**config.mk**
```make
export PLATFORM = sky130hd
export DESIGN_NAME = cmp_arbiter
export DESIGN_NICKNAME = d
export VERILOG_FILES = /design/src/rtl/cmp_pkg.sv /design/src/rtl/cmp_arbiter_rr_pick.sv /design/src/rtl/cmp_arbiter.sv
export SDC_FILE = /design/constraint.sdc
export NUM_CORES = 1
export LEC_CHECK = 0
export CAP_MARGIN = 20
export CORE_MARGIN = 5
export CORE_UTILIZATION = 37
export CTS_CLUSTER_SIZE = 28
export DETAILED_ROUTE_END_ITERATION = 8
export MAX_ROUTING_LAYER = met4
export PLACE_DENSITY = 0.89
export SYNTH_ARGS = -nofsm -noshare
export SYNTH_HDL_FRONTEND = slang
export SYNTH_SLANG_ARGS = --single-unit
```
**constraint.sdc**
```tcl
create_clock -name clk -period 2 [get_ports clk]
set_clock_uncertainty 0.05 [all_clocks]
set_input_delay 0.2 -clock clk [delete_from_list [all_inputs] [get_ports clk]]
set_output_delay 0.2 -clock clk [all_outputs]
set_load 0.005 [all_outputs]
```
**src/rtl/cmp_pkg.sv**
```systemverilog
// Shared definitions for the compare arbiter: op encodings, FSM state type and default operand width.
package cmp_pkg;
    localparam logic [1:0] CMP_LT = 2'b00;
    localparam logic [1:0] CMP_EQ = 2'b01;
    localparam logic [1:0] CMP_LE = 2'b10;
    localparam logic [1:0] CMP_NE = 2'b11;

    localparam int CMP_WIDTH_DEFAULT = 32;

    typedef enum logic [1:0] {
        ST_IDLE = 2'd0,
        ST_EXEC = 2'd1,
        ST_RESP = 2'd2
    } state_t;
endpackage

```
**src/rtl/cmp_arbiter_rr_pick.sv**
```systemverilog
// Round-robin pick: first valid requester at or after rr_ptr, wrapping modulo NREQ.
module rr_pick
    import cmp_pkg::*;
#(
    parameter int NREQ = 4,
    parameter int IW   = $clog2(NREQ)
) (
    input  logic [NREQ-1:0] req_valid,
    input  logic [IW-1:0]   rr_ptr,
    output logic [NREQ-1:0] grant,
    output logic [IW-1:0]   idx,
    output logic            any
);
    int          pos;
    logic [IW-1:0] pos_idx;

    always_comb begin
        grant   = '0;
        idx     = '0;
        any     = 1'b0;
        pos     = 0;
        pos_idx = '0;
        // Walk offsets from farthest to nearest so the nearest valid requester is kept.
        for (int k = NREQ - 1; k >= 0; k--) begin
            pos = int'(rr_ptr) + k;
            if (pos >= NREQ) pos = pos - NREQ;
            pos_idx = IW'(pos);
            if (req_valid[pos_idx]) begin
                any = 1'b1;
                idx = pos_idx;
            end
        end
        if (any) grant[idx] = 1'b1;
    end
endmodule

```
**src/rtl/cmp_arbiter.sv**
```systemverilog
// Round-robin arbitrated comparator, one operation in flight.
// Define CMP_ARB_SIGNED_EN to honour req_sgn (two's complement compare); default build is unsigned only.
//
// state   | meaning
// IDLE    | waiting for any req_valid; grant and capture operands in the same cycle
// EXEC    | one cycle: evaluate compare on captured operands into rsp_result
// RESP    | hold rsp_valid/rsp_id/rsp_result until rsp_ready
module cmp_arbiter
    import cmp_pkg::*;
#(
    parameter  int NREQ  = 4,
    parameter  int WIDTH = CMP_WIDTH_DEFAULT,
    localparam int IW    = $clog2(NREQ)
) (
    input  logic                  clk,
    input  logic                  rst_n,
    input  logic [NREQ-1:0]       req_valid,
    output logic [NREQ-1:0]       req_ready,
    input  logic [NREQ*WIDTH-1:0] req_a,
    input  logic [NREQ*WIDTH-1:0] req_b,
    input  logic [NREQ*2-1:0]     req_op,
    input  logic [NREQ-1:0]       req_sgn,
    output logic                  rsp_valid,
    input  logic                  rsp_ready,
    output logic [IW-1:0]         rsp_id,
    output logic [WIDTH-1:0]      rsp_result
);
    state_t           state;
    logic [IW-1:0]    rr_ptr;
    logic [WIDTH-1:0] cap_a;
    logic [WIDTH-1:0] cap_b;
    logic [1:0]       cap_op;
    logic [NREQ-1:0]  pick_grant;
    logic [IW-1:0]    pick_idx;
    logic             pick_any;
    logic [IW-1:0]    next_ptr;
    logic             cmp_lt;
    logic             cmp_eq;
    logic             cmp_res;
`ifdef CMP_ARB_SIGNED_EN
    logic             cap_sgn;
`else
    logic             sgn_unused;
    assign sgn_unused = ^req_sgn;
`endif

    rr_pick #(.NREQ(NREQ), .IW(IW)) u_pick (
        .req_valid (req_valid),
        .rr_ptr    (rr_ptr),
        .grant     (pick_grant),
        .idx       (pick_idx),
        .any       (pick_any)
    );

    // The grant strobe is combinational so the requester sees it in the cycle it is chosen.
    assign req_ready = (rst_n && state == ST_IDLE) ? pick_grant : '0;
    assign next_ptr  = (pick_idx == IW'(NREQ - 1)) ? '0 : pick_idx + 1'b1;

    always_comb begin
`ifdef CMP_ARB_SIGNED_EN
        if (cap_sgn) cmp_lt = $signed(cap_a) < $signed(cap_b);
        else         cmp_lt = cap_a < cap_b;
`else
        cmp_lt = cap_a < cap_b;
`endif
        cmp_eq = (cap_a == cap_b);
        case (cap_op)
            CMP_LT:  cmp_res = cmp_lt;
            CMP_EQ:  cmp_res = cmp_eq;
            CMP_LE:  cmp_res = cmp_lt | cmp_eq;
            default: cmp_res = ~cmp_eq;
        endcase
    end

    always_ff @(posedge clk or negedge rst_n) begin
        if (!rst_n) begin
            state      <= ST_IDLE;
            rr_ptr     <= '0;
            rsp_valid  <= 1'b0;
            rsp_id     <= '0;
            rsp_result <= '0;
            cap_a      <= '0;
            cap_b      <= '0;
            cap_op     <= CMP_LT;
`ifdef CMP_ARB_SIGNED_EN
            cap_sgn    <= 1'b0;
`endif
        end else begin
            case (state)
                ST_IDLE: begin
                    if (pick_any) begin
                        cap_a  <= req_a[pick_idx*WIDTH +: WIDTH];
                        cap_b  <= req_b[pick_idx*WIDTH +: WIDTH];
                        cap_op <= req_op[pick_idx*2 +: 2];
`ifdef CMP_ARB_SIGNED_EN
                        cap_sgn <= req_sgn[pick_idx];
`endif
                        rsp_id <= pick_idx;
                        rr_ptr <= next_ptr;
                        state  <= ST_EXEC;
                    end
                end
                ST_EXEC: begin
                    rsp_result <= {{(WIDTH-1){1'b0}}, cmp_res};
                    rsp_valid  <= 1'b1;
                    state      <= ST_RESP;
                end
                ST_RESP: begin
                    if (rsp_ready) begin
                        rsp_valid <= 1'b0;
                        state     <= ST_IDLE;
                    end
                end
                default: state <= ST_IDLE;
            endcase
        end
    end
endmodule

```
Word-level counts from Yosys, hierarchy flattened
Cells that the tools add are included.
{ "word_totals": {"register_bits": 74, "input_bits": 275, "out_inout_bits": 39} }
{ "op_classes": {"addsub": 8, "magnitude_cmp": 11, "eq_ne": 8, "shift": 3, "mux": 31, "bitwise_logic": 2, "reduce_logical": 8} }
{ "ops": {"columns": ["op", "n"], "rows": [
  ["variable part select 128 x 8 -> 32 bit", 2],
  ["equality test 32 bit", 1],
  ["less-than comparator 32 bit", 1],
  ["2-to-1 mux 2 bit", 11],
  ["less-than comparator 2 x 3 -> 1 bit (second input constant)", 5],
  ["2-to-1 mux 1 bit", 10],
  [">= comparator 3 bit (second input constant)", 3],
  ["binary-select mux 1 bit (select 2 bit)", 4],
  ["2-to-1 mux 4 bit", 2],
  ["variable part select 8 x 4 -> 2 bit", 1],
  ["subtractor 2 x 1 -> 2 bit (second input constant)", 4],
  ["adder 2 x 2 -> 3 bit (second input constant)", 2],
  ["equality test 2 bit (second input constant)", 3],
  ["case mux 2 bit (3 select lines)", 1],
  ["AND reduction 2 bit", 3],
  ["equality test 2 x 1 -> 1 bit (second input constant)", 2],
  ["logical NOT 2 bit", 2],
  ["inequality test 2 bit (second input constant)", 2],
  ["adder 2 x 1 -> 3 bit (second input constant)", 1],
  [">= comparator 2 x 3 -> 1 bit (second input constant)", 1],
  ["case mux 1 bit (3 select lines)", 1],
  ["adder 2 x 1 -> 2 bit (second input constant)", 1],
  ["demux 1 bit (select 2 bit)", 1],
  [">= comparator 2 x 1 -> 1 bit (second input constant)", 1],
  ["5 further kinds", 6]
]} }

Logic depth before layout (Yosys ltp)
{ "logic_depth": {"ltp_word": 15, "mapped_depth": 9, "depth_no_buf": 7} }

By module
From an unflattened synthesis, not the netlist that was laid out.
{ "unflattened": {"cells_unflattened": 469, "area_unflattened_um2": 5665.4} }
{ "modules_own_cells": {"columns": ["mod", "n_inst", "cells_each", "area_each_um2", "seq_area_each_um2"], "rows": [
  ["cmp_arbiter", 1, 436, 5454.0, 1851.8],
  ["rr_pick", 1, 33, 211.5, 0.0]
]} }

Least setup slack after synthesis
OpenSTA, ideal clock, no wires.
{ "synth_timing": {"path_type": "register to register", "startpoint": "register cap_a[29]", "endpoint": "register rsp_result[0]", "setup_ns": 0.101, "arrival_time_ns": 1.788, "slack_ns": 0.061, "path_stages_with_launch": 7, "n_path_buf": 0, "period_less_slack_ns": 1.939, "cell_sequence": "dfrtp_1 -> ha_1 -> nand4_1 -> nor4_1 -> nand3_1 -> mux2_2 -> o32ai_1"} }
{ "synth_via": {"elab_chain_cells": 3} }
{ "synth_lines": {"columns": ["item", "line", "rtl"], "rows": [
  ["start: declaration", "cmp_arbiter.sv:30", "logic [WIDTH-1:0] cap_a;"],
  ["start signal: assignment", "cmp_arbiter.sv:92", "cap_a <= req_a[pick_idx*WIDTH +: WIDTH];"],
  ["less-than comparator 32 bit / equality test 32 bit (equally long branches)", "cmp_arbiter.sv:64, cmp_arbiter.sv:66", null],
  ["bitwise OR 1 bit / inverter 1 bit (equally long branches)", "cmp_arbiter.sv:70, cmp_arbiter.sv:71", null],
  ["case mux 1 bit (3 select lines) (*)", "cmp_arbiter.sv:67", "case (cap_op)"],
  ["end signal: assignment", "cmp_arbiter.sv:104", "rsp_result <= {{(WIDTH-1){1'b0}}, cmp_res};"],
  ["end: declaration", "cmp_arbiter.sv:26", "output logic [WIDTH-1:0] rsp_result"]
]} }
Every way passes the cells marked *; elsewhere a longest branch is shown, timed or not.
A chain may end at the register's enable or synchronous reset.

Worst setup path after layout
{ "layout_timing": {"startpoint": "register rr_ptr[1]", "endpoint": "output req_ready[3]"} }
{ "layout_via": {"elab_chain_cells": 15} }
{ "layout_lines": {"columns": ["item", "line", "rtl"], "rows": [
  ["start: declaration", "cmp_arbiter.sv:29", "logic [IW-1:0] rr_ptr;"],
  ["start signal: assignment", "cmp_arbiter.sv:99", "rr_ptr <= next_ptr;"],
  ["adder 2 x 2 -> 3 bit", "cmp_arbiter_rr_pick.sv:25", "pos = int'(rr_ptr) + k;"],
  [">= comparator 3 bit / subtractor 2 x 1 -> 2 bit (equally long branches)", "cmp_arbiter_rr_pick.sv:26", "if (pos >= NREQ) pos = pos - NREQ;"],
  ["2-to-1 mux 2 bit", "cmp_arbiter_rr_pick.sv:26", null],
  ["binary-select mux 1 bit (select 2 bit)", "cmp_arbiter_rr_pick.sv:28", "if (req_valid[pos_idx]) begin"],
  ["2-to-1 mux 1 bit (implied by the code)", "cmp_arbiter_rr_pick.sv:28", null],
  ["2-to-1 mux 2 bit (4 in a row)", "cmp_arbiter_rr_pick.sv:28", null],
  ["less-than comparator 2 x 3 -> 1 bit (implied by the code) / >= comparator 2 x 1 -> 1 bit (equally long branches)", "cmp_arbiter_rr_pick.sv:33", "if (any) grant[idx] = 1'b1;"],
  ["logical AND 1 bit (implied by the code)", "cmp_arbiter_rr_pick.sv:33", null],
  ["2-to-1 mux 1 bit (implied by the code)", "cmp_arbiter_rr_pick.sv:33", null],
  ["demux 1 bit (select 2 bit)", null, null],
  ["2-to-1 mux 4 bit (*)", "cmp_arbiter_rr_pick.sv:33", null],
  ["2-to-1 mux 4 bit (*)", "cmp_arbiter.sv:56", "assign req_ready = (rst_n && state == ST_IDLE) ? pick_grant : '0;"],
  ["end: declaration", "cmp_arbiter.sv:18", "output logic [NREQ-1:0] req_ready,"]
]} }
Every way passes the cells marked *; elsewhere a longest branch is shown, timed or not. The select of a mux whose other input is x is not followed.

==> impl_metrics.py <==
metrics = {
    "clocking": {
        "cts.path.max_buffers": 2,
        "clk_latency_ns": 0.33,
        "cts_buffers": 9,
        "path_clk_slew_ns": 0.06,
        "clockRootBuffer": "clkbuf_16",
        "cts_tree": "yes",
        "cts_max_level": 3,
        "clkSinkCount": 74,
    },
    "pwr": {
        "powerDensity_nw_per_um2": 1230,
        "ir_worst_vdd_uv": 1200,
        "leakagePower_uw": 0.00439,
    },
    "layout": {
        "area_growth_pct": 59.7,
        "stdcell_count": 1220,
        "nets": 1306,
        "final_util": 0.603,
        "final_cell_mix": "clkdlybuf4s50_1, and3_1, a211oi_1",
        "antennaDiodeCount": 0,
        "layout-drive-gt1-share": 0.143,
        "mostFrequentLayoutCell": "clkdlybuf4s50_1",
    },
    "setup_path": {
        "worstRegToRegCells": 8,
        "end_kind": "output pin",
        "crit_required_ns": 1.75,
        "worstPathArrival_ns": 1.97,
        "path_max_fanout": 5,
        "ff2ff_setup_slack_ns": -0.20,
        "cp_slowest_cell": "or3_4",
        "worstSetupPathType": "reg2out",
        "crit_chain": "mux2i_1 > nor2_1 > or3_4 > clkinv_4 > ha_4 > and3_4 > buf_6",
        "timing.rr.end": "cap_b[22]$_DFFE_PN0P_",
        "cp-endpoint": "req_ready[3]",
        "r2r_start": "rr_ptr[1]$_DFFE_PN0P_",
        "crit_path_start": "rr_ptr[1]$_DFFE_PN0P_",
        "start_kind": "flop",
        "max_stage_delay_ns": 0.45,
    },
    "synthesis": {
        "ys_types": 39,
        "yosysWarnings": 0,
        "syn-instance-count": 735,
        "yosysTopAreaCell": "dfrtp_1",
        "synth_area_leaders": "dfrtp_1, a211oi_1, and3_1",
        "yosysTopAreaCellShare": 0.296,
        "ys_seq_area_frac": 0.296,
        "synth.avg_cell_area_sq_um": 8.52,
        "syn_area_sq_um": 6260,
        "synth_seq_cells": 74,
    },
    "drt": {
        "drt_iter0_markers": 488,
        "drtAntennaViolNets": 0,
        "drt-wirelength-per-cell_microns": 20.4,
        "first_pass_iters": 5,
        "routed_wl_microns": 24800,
        "via_count": 6847,
        "vias_per_cell": 5.61,
        "drc": 0,
    },
    "min_path": {
        "min_path_type": "in2reg",
    },
    "placement": {
        "dp_hpwl_microns": 17600,
        "dpl.cell_count": 1196,
        "pre_cts_ws_ns": -0.515,
        "gp_congestion": 0.838,
        "io_buffers": 278,
    },
    "global_routing": {
        "grt_pass1_vias": 6805,
        "grt_usage": 0.236,
        "grt_max_degree": 75,
        "grt_pass1_wl_microns": 36100,
        "grt_overflow": 0,
        "antenna_found_initial": 0,
    },
    "sta": {
        "rsz0062_at_grt": "true",
        "slew_violations": 0,
        "fin_crit_sh": 1.11,
        "fmax_ghz": 0.451,
        "hold-worst-slack_ns": 0.422,
        "finalHoldViolCount": 0,
        "layout_min_cycle_time_ns": 2.22,
        "fin_ws_ns": -0.219,
        "final-setup-viol-count": 45,
    },
    "floorplan": {
        "dieArea_sq_um": 19600,
        "die_w_microns": 140,
        "placementRows": 47,
        "start_util": 0.378,
        "die_height_microns": 140,
        "core_area_sq_um": 16600,
        "io_pins": 314,
    },
    "status": {
        "violations": "negative setup slack",
        "status": "finished with violations",
    },
    "job": {
        "maxCapViolCount": 0,
    },
}
## synth_stat cells
| library cell | instances |
|---|---|
| nand4_1 | 6 |
| nor4_1 | 3 |
| a21oi_1 | 17 |
| o31ai_1 | 57 |
| mux2i_1 | 1 |
| a211oi_1 | 116 |
| clkbuf_1 | 45 |
| nand2_1 | 77 |
| and2_4 | 1 |
| a211oi_2 | 16 |
| nor4b_1 | 1 |
| o311a_1 | 2 |
| xor2_1 | 1 |
| dfrtp_1 | 74 |
| nor2b_1 | 7 |
| o32ai_1 | 1 |
| conb_1 | 1 |
| o21bai_2 | 1 |
| o31ai_2 | 10 |
| nor2_1 | 6 |
| buf_2 | 16 |
| o21ai_0 | 7 |
| a21boi_0 | 1 |
| clkinv_2 | 1 |
| a22oi_1 | 1 |
| a221o_1 | 1 |
| nand3_1 | 4 |
| ha_1 | 36 |
| and3_1 | 136 |
| a21o_1 | 2 |
| buf_6 | 12 |
| nor3_1 | 2 |
| inv_1 | 35 |
| buf_4 | 31 |
| mux2_2 | 1 |
| or3_1 | 2 |
| o211ai_1 | 1 |
| nand2b_1 | 2 |
| clkinv_4 | 1 |
## final cells by class
type                            instances  area [sq um]
Clock inverter                          6          66.3
Multi-Input combinational cell        550          4070
Sequential cell                        74          1850
Clock buffer                           10           239
Timing Repair Buffer                  323          3350
Tap cell                              220           275
Fill cell                            1387          6580
Inverter                               37           149
## report_power, final
group | leakage, uW | switching, uW | total [uW] | internal, uW
combinational | 0.00335 | 4280 | 7770 | 3500
clock | 0.000141 | 660 | 1660 | 1000
sequential | 0.000900 | 571 | 2860 | 2290
total | 0.00439 | 5510 | 12300 | 6790
## routing by layer
layer / share of wire / vias up / routed length, microns / global-route usage
li1: - / 3216 / - / -
met1: 0.43 / 3288 / 10600 / 0.299
met2: 0.49 / 296 / 12100 / 0.382
met3: 0.060 / 47 / 1490 / 0.0440
met4: 0.024 / 0 / 601 / 0.0760
met5: 0 / - / 0 / -
## repair_timing
item                                    in CTS  in global routing
hold buffers                                 1                  0
gates resized for setup                     52                 42
pin swaps                                    6                  6
setup buffers                                1                  1
endpoints found under the setup margin      68                 71
gates cloned                                 2                  3
endpoints found under the hold margin       74                  0
## flip-flops by register name (all words and copies together), names as in the netlist
name and cells:
rsp_result 1, cap_b 32, rsp_valid 1, cap_a 32
state 2, rsp_id 2, rr_ptr 2, cap_op 2
## worst min-delay path by stage
stage | startpoint | end | slack (ns) | depth (start not counted)
floorplan | rst_n | cap_a[0]$_DFFE_PN0P_ | -0.15 | 0
global placement | rst_n | cap_b[23]$_DFFE_PN0P_ | 0.30 | 2
detailed placement | rst_n | cap_a[19]$_DFFE_PN0P_ | 0.30 | 2
CTS | rsp_ready | state[1]$_DFFE_PN0P_ | 0.39 | 2
global route | rsp_ready | state[1]$_DFFE_PN0P_ | 0.43 | 2
finish | rsp_ready | state[1]$_DFFE_PN0P_ | 0.42 | 2
## through the flow
stage               total power [uW]  area, sq um  setup TNS [ns]
floorplan                       7500         6380               0
global placement                9530         9210          -23.40
detailed placement              9790         9210          -26.84
CTS                            11800         9740           -4.44
global route                   13200        10000           -8.95
finish                         12300        10000           -3.62
## worst max-delay path, delay by kind of cell (launching register included)
kind | cells | cell delay, ns
adders and majority gates | 1 | 0.14
DFF | 1 | 0.41
buffers and inverters | 2 | 0.20
and+or+nand+nor | 3 | 0.68
muxes | 1 | 0.21
## cells by family after synthesis
logic type	after synthesis	share of synthesized area
multiplexers	2	0.00340
XOR/XNOR	1	0.00140
other	1	0.000599
adder cells (fa/ha/maj)	36	0.0719
AND/OR/NAND/NOR	247	0.213
buffers and inverters	141	0.122
AO/OA/AOI/OAI	233	0.292
flip-flops	74	0.296
Note: power is estimated with default switching activity, not from simulation.
